[src/rtl/wb_pkg.sv]
// wb_pkg: shared constants for the writeback stage.
// Load size/signedness encodings, datapath widths and the x0 index.
package wb_pkg;

  localparam int XLEN   = 64;
  localparam int REGW   = 6;
  localparam int REG_X0 = 0;

  // funct3 load encodings; 3'b111 is not named and behaves as LD
  typedef enum logic [2:0] {
    F3_LB  = 3'b000,
    F3_LH  = 3'b001,
    F3_LW  = 3'b010,
    F3_LD  = 3'b011,
    F3_LBU = 3'b100,
    F3_LHU = 3'b101,
    F3_LWU = 3'b110
  } funct3_e;

endpackage

[src/rtl/wb_stage_load_align.sv]
// load_align: combinational byte-lane shift and sign/zero extension of a
// doubleword read. Bytes beyond the doubleword (boundary-crossing access)
// come in as zero from the logical shift; no fault is produced.
module load_align #(
  parameter int XLEN = wb_pkg::XLEN
) (
  input  logic [XLEN-1:0] mem_data,
  input  logic [2:0]      offset,
  input  logic [2:0]      funct3,
  output logic [XLEN-1:0] result
);
  import wb_pkg::*;

  logic [XLEN-1:0] shifted;

  // Shift the addressed byte down to lane 0, then extend by load size
  always_comb begin
    shifted = mem_data >> {offset, 3'b000};
    result  = shifted;
    case (funct3)
      F3_LB:   result = {{(XLEN-8){shifted[7]}},   shifted[7:0]};
      F3_LH:   result = {{(XLEN-16){shifted[15]}}, shifted[15:0]};
      F3_LW:   result = {{(XLEN-32){shifted[31]}}, shifted[31:0]};
      F3_LBU:  result = {{(XLEN-8){1'b0}},         shifted[7:0]};
      F3_LHU:  result = {{(XLEN-16){1'b0}},        shifted[15:0]};
      F3_LWU:  result = {{(XLEN-32){1'b0}},        shifted[31:0]};
      default: result = shifted;  // LD and the unnamed 3'b111
    endcase
  end

endmodule

[src/rtl/wb_stage.sv]
// wb_stage: MEM/WB pipeline register, result selection, register-file
// write port and retired-instruction counter.
// Optional macro WB_FWD_EN adds a writeback-to-decode bypass
// (fwd_rs1/fwd_rs2 in, fwd_hit1/fwd_hit2/fwd_data out).
module wb_stage #(
  parameter int XLEN = wb_pkg::XLEN,
  parameter int REGW = wb_pkg::REGW
) (
  input  logic            clk,
  input  logic            rst,
  input  logic            m_valid,
  input  logic            m_ctrl_regwr,
  input  logic            m_mem2reg,
  input  logic [XLEN-1:0] m_alu_result,
  input  logic [XLEN-1:0] m_mem_data,
  input  logic [2:0]      m_funct3,
  input  logic [REGW-1:0] m_wr_reg,
  input  logic            wb_stall,
  input  logic            wb_flush,
  output logic            w_regwr,
  output logic [XLEN-1:0] w_write_data,
  output logic [REGW-1:0] w_wr_reg,
  output logic            w_valid,
  output logic [31:0]     w_retire_cnt
`ifdef WB_FWD_EN
  ,
  input  logic [4:0]      fwd_rs1,
  input  logic [4:0]      fwd_rs2,
  output logic            fwd_hit1,
  output logic            fwd_hit2,
  output logic [XLEN-1:0] fwd_data
`endif
);
  import wb_pkg::*;

  logic            valid_q, valid_d;
  logic            regwr_q, regwr_d;
  logic [XLEN-1:0] data_q, data_d;
  logic [REGW-1:0] wr_reg_q, wr_reg_d;
  logic [31:0]     retire_cnt_q, retire_cnt_d;

  logic [XLEN-1:0] load_val;
  logic [XLEN-1:0] wb_result;

  load_align #(.XLEN(XLEN)) u_load_align (
    .mem_data (m_mem_data),
    .offset   (m_alu_result[2:0]),
    .funct3   (m_funct3),
    .result   (load_val)
  );

  // Select load data or ALU result ahead of the pipeline register
  always_comb begin
    wb_result = m_mem2reg ? load_val : m_alu_result;
  end

  // Capture rule: flush/stall inject a bubble, otherwise take MEM
  always_comb begin
    valid_d      = valid_q;
    regwr_d      = regwr_q;
    data_d       = data_q;
    wr_reg_d     = wr_reg_q;
    retire_cnt_d = retire_cnt_q + {31'd0, valid_q};
    if (wb_flush || wb_stall) begin
      valid_d = 1'b0;
    end else begin
      valid_d  = m_valid;
      regwr_d  = m_ctrl_regwr;
      data_d   = wb_result;
      wr_reg_d = m_wr_reg;
    end
  end

  // MEM/WB register and retire counter; reset drops any held instruction
  always_ff @(posedge clk or posedge rst) begin
    if (rst) begin
      valid_q      <= 1'b0;
      regwr_q      <= 1'b0;
      data_q       <= '0;
      wr_reg_q     <= '0;
      retire_cnt_q <= '0;
    end else begin
      valid_q      <= valid_d;
      regwr_q      <= regwr_d;
      data_q       <= data_d;
      wr_reg_q     <= wr_reg_d;
      retire_cnt_q <= retire_cnt_d;
    end
  end

  // Register-file write port; writes to x0 are suppressed
  always_comb begin
    w_regwr      = valid_q & regwr_q & (wr_reg_q != REGW'(REG_X0));
    w_write_data = data_q;
    w_wr_reg     = wr_reg_q;
    w_valid      = valid_q;
    w_retire_cnt = retire_cnt_q;
  end

`ifdef WB_FWD_EN
  // Same-cycle bypass for decode reads that hit the register being written
  always_comb begin
    fwd_hit1 = w_regwr & (wr_reg_q[4:0] == fwd_rs1) & (fwd_rs1 != 5'd0);
    fwd_hit2 = w_regwr & (wr_reg_q[4:0] == fwd_rs2) & (fwd_rs2 != 5'd0);
    fwd_data = data_q;
  end
`endif

endmodule

[config.mk]
export PLATFORM = sky130hd
export DESIGN_NAME = wb_stage
export DESIGN_NICKNAME = d
export VERILOG_FILES = /design/src/rtl/wb_pkg.sv /design/src/rtl/wb_stage_load_align.sv /design/src/rtl/wb_stage.sv
export SDC_FILE = /design/constraint.sdc
export NUM_CORES = 1
export LEC_CHECK = 0
export CAP_MARGIN = 20
export CORE_UTILIZATION = 66
export CTS_CLUSTER_SIZE = 16
export DETAILED_ROUTE_END_ITERATION = 6
export DONT_BUFFER_PORTS = 1
export HOLD_SLACK_MARGIN = 0.02
export PLACE_DENSITY_LB_ADDON = 0.12
export REMOVE_ABC_BUFFERS = 1
export SLEW_MARGIN = 20
export SYNTH_ARGS = -nofsm -noshare
export SYNTH_HDL_FRONTEND = slang
export SYNTH_HIERARCHICAL = 1
export SYNTH_SLANG_ARGS = --single-unit
[constraint.sdc]
create_clock -name clk -period 8.8 [get_ports clk]
set_input_delay 1.32 -clock clk [delete_from_list [all_inputs] [get_ports clk]]
set_output_delay 1.32 -clock clk [all_outputs]
set_load 0.02 [all_outputs]
[After elaboration in Yosys (flattened, before gate mapping)]
Index checks and enable logic that the tools add are counted.
Cells by class
  reduce and logical (&&, ||, !) cells: 3
  shifts and indexed selects: 1
  add/subtract/negate cells: 1
  muxes and demuxes: 3
  bitwise operators: 2
  equal/unequal tests: 5
Operator list (count)
  $pmux 64 s6: 1
  $mux 64: 1
  $shr 64x6->64: 1
  $add 32x1->32: 1
  $eq 3x3->1 const B: 3
  $reduce_bool 6->1: 1
  $eq 3x1->1 const B: 1
  $eq 3x2->1 const B: 1
  $logic_not 3->1: 1
  $and 1x1->1: 2
  $logic_or 1x1->1: 1
  $mux 1: 1
Word-level totals
  input port bits: 144
  output and inout port bits: 104
  flip-flop bits (word level): 104
  logic and storage cells: 20

[Logic depth before layout (Yosys ltp)]
Gate-level depths: netlist of run 1.
  word-level depth: 3
  mapped depth: 9
  gate-level depth less buffers: 6

[Modules after synthesis]
The synthesis of run 1 kept the hierarchy.
By module, submodules not included
  wb_stage: area each 4679.5 sq um, sequential area each 2602.5 sq um, instances 1, cells each 428
  load_align: area each 2338.5 sq um, sequential area each 0.0 sq um, instances 1, cells each 293

[Worst setup path before layout of run 1]
OpenSTA, ideal clock, no wires.
  path type: input -> register
  start: input port m_alu_result[1]
  end: register data_q[16] (netlist: w_write_data[16])
  library setup time: 0.083 ns
  setup slack: 5.768 ns
  path buffers: 3
  arrival time: 2.949 ns
  stages on the path: 9
  data required time: 8.717 ns
  cell sequence: buf_6 mux2i_1 mux4_2 or4_4 buf_6 buf_6 nand3_1 mux2i_1 o21ai_0
Between the ends
  cells in the longest elaborated chain, start to end: 3
RTL lines
  start: declaration: RTL line wb_stage.sv:14  | input logic [XLEN-1:0] m_alu_result,
  $shr 64x6->64: RTL line wb_stage_load_align.sv:18  | shifted = mem_data >> {offset, 3'b000};
  $pmux 64 s6: RTL line wb_stage_load_align.sv:20  | case (funct3)
  via load_val[16]: RTL line wb_stage.sv:42  | logic [XLEN-1:0] load_val;
  $mux 64: RTL line wb_stage.sv:54  | wb_result = m_mem2reg ? load_val : m_alu_result;
  end signal: assignment: RTL line wb_stage.sv:85  | data_q <= data_d;
  end: declaration: RTL line wb_stage.sv:38  | logic [XLEN-1:0] data_q, data_d;
The timed path passes the listed nets, and every way through them passes these cells.
A chain may end at the register's enable or synchronous reset.

[Final worst setup path of run 1]
  start: input port m_alu_result[2]
  end: register data_q[50] (netlist: w_write_data[50])
Same word-level chain as after synthesis.

==> results.md, run 1 <==
- Placed inst area: between 0.006 and 0.007 mm^2
- CP required: 9100 ps
- Detailed placer's ending HPWL: between 10000 and 15000 um
- Fin. Hold Viols: 0
- I/O pin cnt: about 250
- Final setup fails: 0
- Drt total wl: 18300 um
- Final Cycle Share: a little over two fifths
- Hold Path Cell Cnt: 1
- Hold Path Class: register to register
- Sum Neg Setup Slack: 0 ps
- Worst reg2reg path depth: 5
- Synth top cells by count: 124 x nand2_1, 104 x dfrtp_1, 101 x mux2i_1, 86 x o21ai_0, 48 x nand4_1
- Synth-to-layout area growth: 1.84%
- Clock transition at path regs: 100 ps
- Worst Min Path Start: regwr_q
- Synth Area per Inst: roughly 9.7 um^2
- CTS tree: done
- Worst-Skew Late Latency: 370 ps
- Antenna Nets Post-Route: 0
- Ys async rst share: between 90% and 100%
- Crit path from: m_alu_result[2]
- Sequential area share after synthesis: a little under two fifths
- Cts-stage hold buffer count: 0
- Drt drc: 0
- Die area: around 0.011 mm^2
- Max reg flops: 64
- CORE AREA: ~0.010 mm^2
- Ys flop type: dfrtp_1
- Final net count: 822
- Post-synthesis register bit count: roughly 100
- Clk root buf: clkbuf_8
- Delay-heaviest family, CP: multiplexers
- Critical path depth in cells: 6
- Number of library cell types mapped by synthesis: 44
- DR vias: between 5000 and 6000
- Warnings, synthesis: 6
- Worst-path cell chain: clkinv_1 > mux4_2 > or4_4 > o2111ai_1 > mux2i_1 > o21ai_0
- Initial core utilization: roughly 68%
- Setup CP Type: input port to register
- Crit path time final: 3770 ps
- Max Freq: between 200 and 300 MHz
- Number of buffers created by CTS: 9
- Share of the synthesized area in the top cell type: 37.1%
- Htree depth: 3
- # rows: 37
- Slowest Stage Delay on Critical Path: between 800 and 900 ps
- Post-synthesis cell count: between 700 and 800
- GRT Total Usage: 34.1%
- GP Congestion: roughly 0.88
- Post-CTS Setup Repair Bufs: 0
- Crit start category: input port
- Fill cells: 799
- Slew @ Worst Pin: 1060 ps
- Clock Sinks: 104
- Top-count cell post-synth: nand2_1
- Layout cells sized above 1: 10.6%
- Max Root-Sink Buffers: 2
- Vias per cell: 6.86
- Initial antenna violation count: 0
- FF-to-FF Start: w_valid
- Pin count of the biggest net entering global routing: around 130
- Status: finished, final reports clean
- Vias in the first global route: ~5700
- Max-cap check violation count: 0
- RSZ-0062 raised after global routing: false
- Slew headroom: 29.2%
- Port bufs: 0
- Starting DRT DRC Count: approximately 480
- Slew Limit Fails: 0
- WL per Instance: between 20 and 25 um
- GRT overflow: 0
- Final instance area: about 0.007 mm^2
- Worst Path Buf+Inv: 1
- Chip Height: 105 um
- Worst EP arrival: just over 4000 ps
- Crit-path slowest cell: mux4_2
- EDFF count, synth: 0
- Worst Skew: about 2.9 ps
- First-pass GRT wire length: 29200 um
- Critical Path Sink Type: register
- Total power: about 0.0012 W
- Power Density: roughly 160 mW/mm^2
- Leakage: around 3.3 nW
- Chip width: 105 um
- Largest area contributor in the netlist: dfrtp_1
- Post-Syn Area: 0.00702 mm^2
- Crit Path Max Fanout: 56
- Pre-antenna DRT Iters: 5
- CTS resizes: 0
- Area contributors post-synth: dfrtp_1 37%, mux2i_1 14%, mux4_2 9.9%
- Ant diodes: 0
- Worst vdd ir: 97.5 uV
-- metrics by stage --
step	cells	worst slack, ps	hold slack (ps)	utilization, %
after floorplan	658	4750	480	-
after global placement	798	4780	494	66.9
after detailed placement	798	4660	499	66.9
after CTS	813	5070	520	68.7
after global routing	815	4930	551	69.2
final	815	5030	515	69.2
-- worst paths after layout --
check	to	slack, ps
min in group asynchronous	w_write_data[18]	790
setup / recovery	w_write_data[50]	5030
setup reg to reg	w_retire_cnt[24]	6770
max in group asynchronous	w_wr_reg[3]	7050
hold reg to reg	regwr_q	520
hold / removal	regwr_q	520
-- logic make-up (layout without fill, tap and decap cells) --
logic type      count (synthesis)  in the layout  share of synthesized area (%)
flops                         104            104                           37.1
xor+xnor                       30             30                           3.74
simple gates                  261            261                           18.6
fa+ha+maj                       3              3                          0.535
mux                           144            144                           26.3
buf+inv                        72             30                           5.01
compound gates                107            107                           8.74
-- placed cells by master (no fill, tap or decap), types with 2 or more instances in the layout --
cell       count
nand2_1      124
dfrtp_1      104
mux2i_1      101
o21ai_0       86
nand4_1       48
mux4_2        31
xnor2_1       26
nand3_1       21
nor2_1        17
and3_1        12
mux2_2        12
nor2b_1       10
clkbuf_8       9
o2bb2ai_1      8
inv_1          7
and2_1         5
o2111ai_1      5
xor2_1         4
buf_4          4
nand3_2        4
nor3_1         3
ha_1           3
and2_0         3
and4_1         2
clkbuf_1       2
buf_16         2
nand2b_1       2
a22o_1         2
o211ai_1       2
-- cell type report --
class,instances,area [um^2],share of cell area [%]
Timing Repair Buffer,6,85.1,1.19
Inverter,9,36.3,0.508
Multi-Input combinational cell,545,4070,56.9
Clock inverter,4,55.1,0.770
Clock buffer,11,131,1.84
Tap cell,136,170,2.38
Sequential cell,104,2600,36.4
-- routing by layer --
layer / GRT usage, % / part of all wire, % / wire length, um
met3: 10.3 / 9.9 / 1810
met2: 57.1 / 50 / 9060
met4: 17.6 / 4.0 / 732
met1: 39.5 / 37 / 6680
met5: 0 / 0 / 0
-- power breakdown --
group / internal [W] / leakage, nW / switching (W)
registers: 0.000535 / 1.35 / 0.000129
clock network: 0.000132 / 0.0900 / 0.000167
logic: 0.0000968 / 1.86 / 0.0000911
total: 0.000764 / 3.29 / 0.000387
(Power assumes the default switching activity.)
==> run 2: changes to the inputs <==
--- a/config.mk
+++ b/config.mk
@@ -6,7 +6,7 @@
 export NUM_CORES = 1
 export LEC_CHECK = 0
 export CAP_MARGIN = 20
-export CORE_UTILIZATION = 66
+export CORE_UTILIZATION = 65
 export CTS_CLUSTER_SIZE = 16
 export DETAILED_ROUTE_END_ITERATION = 6
 export DONT_BUFFER_PORTS = 1
==> constraint.sdc (replaced) <==
create_clock -name clk -period 3.6 [get_ports clk]
set_input_delay 0.54 -clock clk [delete_from_list [all_inputs] [get_ports clk]]
set_output_delay 0.54 -clock clk [all_outputs]
set_load 0.02 [all_outputs]
==> run 2 against run 1 <==
Combinational power is 140% higher. Setup slack worse by 3800 ps. Highest routed layer unchanged. Critical endpoint is now w_regwr. Largest cell class unchanged. Sequential power is 140% higher.
==> results.md, run 2 (synthesis results as in run 1) <==
- CP required: roughly 3100 ps
- Sequential Power Share: 56.8%
- Clk root buf: clkbuf_8
- Reg-to-reg setup timing slack: around 1600 ps
- Layout cells sized above 1: 11.3%
- Setup ws final: about 1300 ps
- Critical Path Sink Type: output pin
- Clock transition at path regs: about 100 ps
- Max Root-Sink Buffers: 2
- Worst reg2reg path depth: 4
- Worst Skew: around 10 ps
- Post-CTS Setup Repair Bufs: 0
- Setup CP Type: register to output pin
- Pre-antenna DRT Iters: 5
- Die area: about 0.011 mm^2
- Combinational Power Share: between 10% and 20%
- Final Cycle Share: between 60% and 70%
- Vias in the first global route: around 5700
- Final net count: a little over 800
- GRT Total Usage: around 33%
- Slew headroom: between 30% and 40%
- Clock Sinks: 104
- Antenna Nets Post-Route: 0
- GRT overflow: 0
- Most frequent cells in the layout: 124 x nand2_1, 104 x dfrtp_1, 101 x mux2i_1
- Synth-to-layout area growth: 1.91%
- Power Density: around 400 mW/mm^2
- Crit Path Max Fanout: 3
- Final setup fails: 0
- Cts-stage hold buffer count: 0
- Worst-Skew Late Latency: ~370 ps
- # rows: 37
- Leakage: about 3.3 nW
- Pin count of the biggest net entering global routing: 102
- Drt drc: 0
- Clock network fraction of total power: between 20% and 30%
- CORE AREA: between 0.01 and 0.015 mm^2
- GP Congestion: ~0.85
- Switching power total: 0.000963 W
- Max reg flops: 64
- Fin. Hold Viols: 0
- RR Endpoint: w_retire_cnt[29]
- CTS resizes: 0
- WL per Instance: ~22 um
- CTS tree: done
- Drt total wl: about 18000 um
- Htree depth: 3
- Detailed placer's ending HPWL: 12800 um
- Most common cell after layout, fill and taps aside: nand2_1
- Slew Limit Fails: 0
- Starting DRT DRC Count: ~440
- Chip Height: around 110 um
- Sum Neg Setup Slack: 0 ps
- Hold Path Class: input port to async pin
- Initial antenna violation count: 0
- Setup WS pre-CTS: ~1000 ps
- Chip width: 106 um
- Fill cells: approximately 840
- Max Freq: approximately 430 MHz
- Initial core utilization: 67.4%
- Crit start category: register
- Slew @ Worst Pin: 927 ps
- DR vias: 5520
- Number of buffers created by CTS: 9
- Worst vdd ir: between 200 and 250 uV
- Port bufs: 0
- Cell-internal power: ~0.0019 W
- Status: finished, final reports clean
- Post-Layout Cell Count: 818
- RSZ-0062 raised after global routing: false
- First-pass GRT wire length: 28900 um
- Worst EP arrival: approximately 1800 ps
- Vias per cell: between 6 and 7
- FF-to-FF Start: w_retire_cnt[7]
- Crit path time final: ~2300 ps
- Placed cell count: between 800 and 900
- Max-cap check violation count: 0
- Ant diodes: 0
- Sw frac: roughly a third
- I/O pin cnt: ~250
==> run 2: changes by cell type in the layout (fill, tap and decap cells not counted) <==
cell,before,now
buf_4,4,8
clkinv_4,1,4
buf_16,2,0
clkbuf_1,2,0
clkbuf_8,9,10
clkinvlp_4,1,0
inv_4,1,0
inv_8,0,1
==> run 2: layer usage <==
metal  track usage, %  share of wire, %  vias up
li1                 -                 -     2539
met1             39.4                38     2664
met2             55.9                50      274
met3             9.87                10       43
met4             14.0               2.5        0
met5                0                 0        -
==> run 2: how the worst max path moves through the flow <==
stage / endpoint / start / cells past startpoint
floorplan: regwr_q / rst / 1
global placement: w_write_data[48] / m_alu_result[1] / 6
detailed placement: w_write_data[50] / m_alu_result[1] / 6
CTS: w_regwr / w_wr_reg[1] / 2
global route: w_regwr / w_wr_reg[1] / 2
finish: w_regwr / w_wr_reg[1] / 2
==> run 2: final cells by class <==
type,instances,area (um^2),share of cell area [%]
well taps,136,170,2.38
clock buffers,10,138,1.92
repair buffers,8,60.1,0.840
multi-input cells,545,4070,56.9
flip-flops and latches,104,2600,36.4
clock inverters,6,76.3,1.07
inverters,9,38.8,0.542
==> run 2: metrics by stage <==
step           hold slack [ps]  area [um^2]  total power, W  util (%)
3_3_place_gp               499         6940         0.00207      66.6
3_5_place_dp               533         6940         0.00210      66.6
2_1_floorplan              480         6700         0.00197         -
4_1_cts                    255         7150         0.00286      68.6
6_report                   180         7150         0.00285      68.7
5_1_grt                    240         7150         0.00297      68.7
==> run 2: critical path: stages, from the launching register on <==
cell and delay (ps):
dfrtp_1 480, or4_1 550, o311a_1 390
==> run 2: power by group through the flow <==
stage	sequential (W)	combinational, W	clock, W
5_1_grt	0.00164	0.000513	0.000821
4_1_cts	0.00162	0.000455	0.000788
3_5_place_dp	0.00164	0.000456	0
6_report	0.00162	0.000453	0.000780
3_3_place_gp	0.00164	0.000435	0
2_1_floorplan	0.00160	0.000372	0
